**config.mk**
```make
export PLATFORM = sky130hd
export DESIGN_NAME = ram_sweep_ctrl
export DESIGN_NICKNAME = d
export VERILOG_FILES = /design/src/rtl/ram_sweep_ctrl.sv
export SDC_FILE = /design/constraint.sdc
export NUM_CORES = 1
export LEC_CHECK = 0
export CAP_MARGIN = 20
export CORE_MARGIN = 2
export CORE_UTILIZATION = 48
export CTS_CLUSTER_DIAMETER = 120
export DETAILED_ROUTE_END_ITERATION = 6
export GPL_TIMING_DRIVEN = 0
export PLACE_DENSITY = 0.76
export SLEW_MARGIN = 20
export SYNTH_ARGS = -nofsm -noshare
export SYNTH_HDL_FRONTEND = slang
export SYNTH_SLANG_ARGS = --single-unit
```
**constraint.sdc**
```tcl
create_clock -name clock -period 6.92 [get_ports clock]
set_input_delay 0.692 -clock clock [delete_from_list [all_inputs] [get_ports clock]]
set_output_delay 0.692 -clock clock [all_outputs]
set_load 0.05 [all_outputs]
```
**src/rtl/ram_sweep_ctrl.sv**
```systemverilog
// rtl/ram_sweep_ctrl.sv - single-port RAM with manual access plus hardware fill and scan sweeps
module ram_sweep_ctrl #(
  parameter int DATA_W = 4,
  parameter int ADDR_W = 5
) (
  input  logic              clock,
  input  logic              resetn,
  input  logic              wr_req,
  input  logic              rd_req,
  input  logic [ADDR_W-1:0] addr,
  input  logic [DATA_W-1:0] wdata,
  input  logic              fill_req,
  input  logic [DATA_W-1:0] fill_value,
  input  logic              scan_req,
  output logic              busy,
  output logic [DATA_W-1:0] rdata,
  output logic [ADDR_W-1:0] raddr,
  output logic              rvalid,
  output logic              rlast,
  output logic              done
);

  localparam int DEPTH = 2 ** ADDR_W;
  localparam logic [ADDR_W-1:0] LAST_ADDR = {ADDR_W{1'b1}};

  typedef enum logic [1:0] {
    S_IDLE = 2'd0,
    S_FILL = 2'd1,
    S_SCAN = 2'd2
  } state_t;

  state_t state_q, state_d;
  logic [ADDR_W-1:0] cnt_q, cnt_d;
  logic [DATA_W-1:0] fill_q, fill_d;

  logic              mem_we;
  logic [ADDR_W-1:0] mem_waddr;
  logic [DATA_W-1:0] mem_wdata;
  logic              rd_en;
  logic [ADDR_W-1:0] rd_addr;
  logic [DATA_W-1:0] rd_next;
  logic              done_d;
  logic              last_d;
  logic              sweep_end;

  logic [DATA_W-1:0] mem [DEPTH];

  assign sweep_end = (cnt_q == LAST_ADDR);
  assign busy      = (state_q != S_IDLE);

  always_comb begin
    state_d   = state_q;
    cnt_d     = cnt_q;
    fill_d    = fill_q;
    mem_we    = 1'b0;
    mem_waddr = addr;
    mem_wdata = wdata;
    rd_en     = 1'b0;
    rd_addr   = addr;
    done_d    = 1'b0;
    last_d    = 1'b0;
    case (state_q)
      S_IDLE: begin
        if (fill_req) begin
          fill_d  = fill_value;
          cnt_d   = '0;
          state_d = S_FILL;
        end else if (scan_req) begin
          cnt_d   = '0;
          state_d = S_SCAN;
        end else begin
          mem_we = wr_req;
          rd_en  = rd_req;
        end
      end
      S_FILL: begin
        mem_we    = 1'b1;
        mem_waddr = cnt_q;
        mem_wdata = fill_q;
        if (sweep_end) begin
          state_d = S_IDLE;
          done_d  = 1'b1;
        end else begin
          cnt_d = cnt_q + ADDR_W'(1);
        end
      end
      S_SCAN: begin
        rd_en   = 1'b1;
        rd_addr = cnt_q;
        last_d  = sweep_end;
        if (sweep_end) begin
          state_d = S_IDLE;
          done_d  = 1'b1;
        end else begin
          cnt_d = cnt_q + ADDR_W'(1);
        end
      end
      default: state_d = S_IDLE;
    endcase
  end

  // A same-cycle write to the address being read forwards the new data.
  always_comb begin
    rd_next = mem[rd_addr];
    if (mem_we && (mem_waddr == rd_addr)) rd_next = mem_wdata;
  end

  always_ff @(posedge clock or negedge resetn) begin
    if (!resetn) begin
      state_q <= S_IDLE;
      cnt_q   <= '0;
      fill_q  <= '0;
      rdata   <= '0;
      raddr   <= '0;
      rvalid  <= 1'b0;
      rlast   <= 1'b0;
      done    <= 1'b0;
    end else begin
      state_q <= state_d;
      cnt_q   <= cnt_d;
      fill_q  <= fill_d;
      rvalid  <= rd_en;
      rlast   <= last_d;
      done    <= done_d;
      if (rd_en) begin
        rdata <= rd_next;
        raddr <= rd_addr;
      end
    end
  end

  // Array has no reset; writes are blocked while resetn is low so an abort stops the fill at once.
  always_ff @(posedge clock) begin
    if (mem_we && resetn) mem[mem_waddr] <= mem_wdata;
  end

endmodule
```
==> flow_summary.ini <==
[synthesis]
ys.flop_type = edfxtp_1
ys_warn_count = 0
avgSynthCellArea_um2 = 12.1
async_flop_share_pct = 15.2
ys_seq_area_share_pct = 59.8
yosysTopAreaCell = edfxtp_1
synth.most_common_cell = edfxtp_1
netlist_top_cells_count = edfxtp_1 (128), a21oi_1 (70), nor2_1 (49), nand2_1 (43), a21boi_0 (37)
ys_ff_latch = 151
synth_top_area_share_pct = 52.0
yosysUniqueCellTypes = 48
netlist_top_cells_area = edfxtp_1 (52%), dfrtp_1 (7.8%), a21oi_1 (4.7%)
syn_nets = 635
synth_edf_count = 128
synthesis.area_um2 = 7390
syn-instance-count = 611

[setup_path]
path_delay_family = simple AND/OR/NAND/NOR gates
slowest_stage = nor2b_1
setup.worst_path.class = reg2reg
rr_worst_depth = 10
critPathMaxStageDelay_ps = 680
r2r-start = state_q[0]$_DFFE_PN0P_
worst-path-buf-inv = 3
arrival_ps = 3420
worstPathMaxFanout = 10
endpoint_kind = flop
cp_cell_sequence = inv_1, ha_1, buf_6, buf_2, nor2b_1, a22oi_1, o221ai_1, o22ai_1, nor4_1, o41ai_1
r2r-end = rdata[3]$_DFFE_PN0P_
cp_data_required_time_ps = 7200
reg2reg_slack_ps = 3790
critPathLaunchType = flop

[cts]
numCtsBuffers = 17
cts-hold-fix-buffers = 0
cts_setup_buffers = 0
cts_max_level = 4
cts_tree = done
path_clk_slew_ps = 60
clock_sinks = 151
root_buffer = clkbuf_16
ctsResizeCount = 0
clockBufferDepth = 2
clock_latency_ps = 430

[routing]
drtIter0Drc = 914
routed_via_density = 6.69
wirelength_um = 22800
post-route-drc-count = 0
firstDrtPassIters = 6
routedWlPerCell_um = 26.5
vias = 5743
ant_nets = 0

[finish]
drive_gt1_share_pct = 11.5
fin_cells = 858
fin_nets = 681
n_fill_cell = 1170
final_cell_area_um2 = 8490
n_antenna_cell = 0
layout-area-overhead-vs-synth_pct = 14.9

[floorplan]
die-area_um2 = 16400
die_x_um = 128
pin_count = 32
rows = 45
coreArea_um2 = 15100
start_util_pct = 48.8
die_h_um = 128

[sta]
tightest_slew_ps = 1020
relSlewSlack_pct = 30.1
rsz0062_at_grt = no
period_share_pct = 45.3
final.setup.tns_ps = 0
fmax_mhz = 319
final-setup-viol-count = 0
slew_viol_final = 0
min_period_ps = 3130
finalClockSkew_ps = 4.20
hold_viol_final = 0

[power_and_ir_drop]
power_leakage_nw = 2.83
peakVddDrop_uv = 215
p_per_area_nw_per_um2 = 412

[job]
maxCapViolations = 0

[global_route]
grt_overflow_total = 0
track_usage_pct = 28.5
grt_pass1_wl_um = 33500
grt_antenna_before_repair = 0
grt_max_degree = 34
grt_pass1_vias = 5609

[hold_path]
hold_class = in2async

[outcome]
status = finished, final reports clean

[placement]
gp_congestion = 1.02
dp.cells = 826
placed_area_um2 = 7890
post-dp-hpwl_um = 15000
port_buffers = 27
layout by cell type, fill, tap and decap left out, types with 2 or more instances in the layout:
cell             count
xnor2_1              2
clkbuf_16           20
nor3_1              17
a22oi_1             11
o32ai_1              2
o22ai_1             18
nand2_1             43
a211oi_1            21
o221ai_1            13
or3_1                2
nor4_1               4
edfxtp_1           128
buf_6                3
nand2b_1             5
clkdlybuf4s50_1     26
clkinv_2             3
a21oi_1             70
xor2_1               4
nor2_1              49
clkbuf_1            27
mux2_2              13
a21boi_0            37
inv_4                2
a22o_1               6
nor2b_1              3
o21ai_0             14
ha_1                 5
o31ai_1              4
nand3b_1             4
mux4_2               6
a21o_1               2
buf_2               21
dfrtp_1             23
inv_1                5
mux2i_1             33
clkbuf_8             2
nand3_1              3
and2_1               3
how the worst max path moves through the flow:
| stage | slack [ps] | startpoint | depth (start not counted) | end |
|---|---|---|---|---|
| 6_report | 3790 | state_q[0]$_DFFE_PN0P_ | 10 | rdata[3]$_DFFE_PN0P_ |
| 3_3_place_gp | 3080 | resetn | 3 | mem[4][3]$_DFFE_PP_ |
| 3_5_place_dp | 3580 | fill_req | 7 | mem[31][3]$_DFFE_PP_ |
| 4_1_cts | 3910 | state_q[0]$_DFFE_PN0P_ | 10 | rdata[3]$_DFFE_PN0P_ |
| 5_1_grt | 3790 | state_q[0]$_DFFE_PN0P_ | 8 | mem[27][2]$_DFFE_PP_ |
| 2_1_floorplan | 4490 | addr[0] | 7 | rdata[1]$_DFFE_PN0P_ |
cells by family after synthesis:
logic type	synth area share, %
AOI/OAI and AO/OA	18.4
buffers and inverters	3.24
xor gates and xnor gates	0.711
and+or+nand+nor	8.52
DFF	59.8
muxes	8.47
adders and majority gates	0.847
power breakdown:
group / leakage (nW) / internal [mW] / switching (mW)
combinational: 1.10 / 0.426 / 0.959
sequential: 1.44 / 1.13 / 0.0392
clock: 0.300 / 0.577 / 0.362
total: 2.83 / 2.14 / 1.36
through the flow:
stage | utilization, % | setup WS, ps | hold slack, ps | total power [mW]
final | 56.0 | 3790 | 268 | 3.50
after global routing | 56.0 | 3790 | 303 | 3.61
after CTS | 56.0 | 3910 | 277 | 3.45
after detailed placement | 52.1 | 3580 | 505 | 2.53
after global placement | 52.1 | 3080 | 485 | 2.48
after floorplan | - | 4490 | 396 | 2.07
layer usage:
layer	GRT usage (%)	vias up	routed length [µm]
met5	0	-	0
met4	16.4	0	1240
met3	6.84	86	2460
met2	43.9	416	10200
met1	36.9	2791	8850
li1	-	2450	-
final cells by class:
type                       instances  area, µm²  area share [%]
sequential                       151       4420            52.1
multi-input combinational        409       2730            32.1
clock buffer                      26        543            6.40
timing repair buffer              27        265            3.13
tap                              188        235            2.77
buffer                            46        220            2.59
clock inverter                     6       57.6           0.678
inverter                           5       18.8           0.221
sequential cells by signal, indices dropped and copies added (netlist names):
register  cells
mem         128
rvalid        1
rdata         4
state_q       2
rlast         1
raddr         5
fill_q        4
done          1
cnt_q         5
Power figures use the tool's default switching activity.
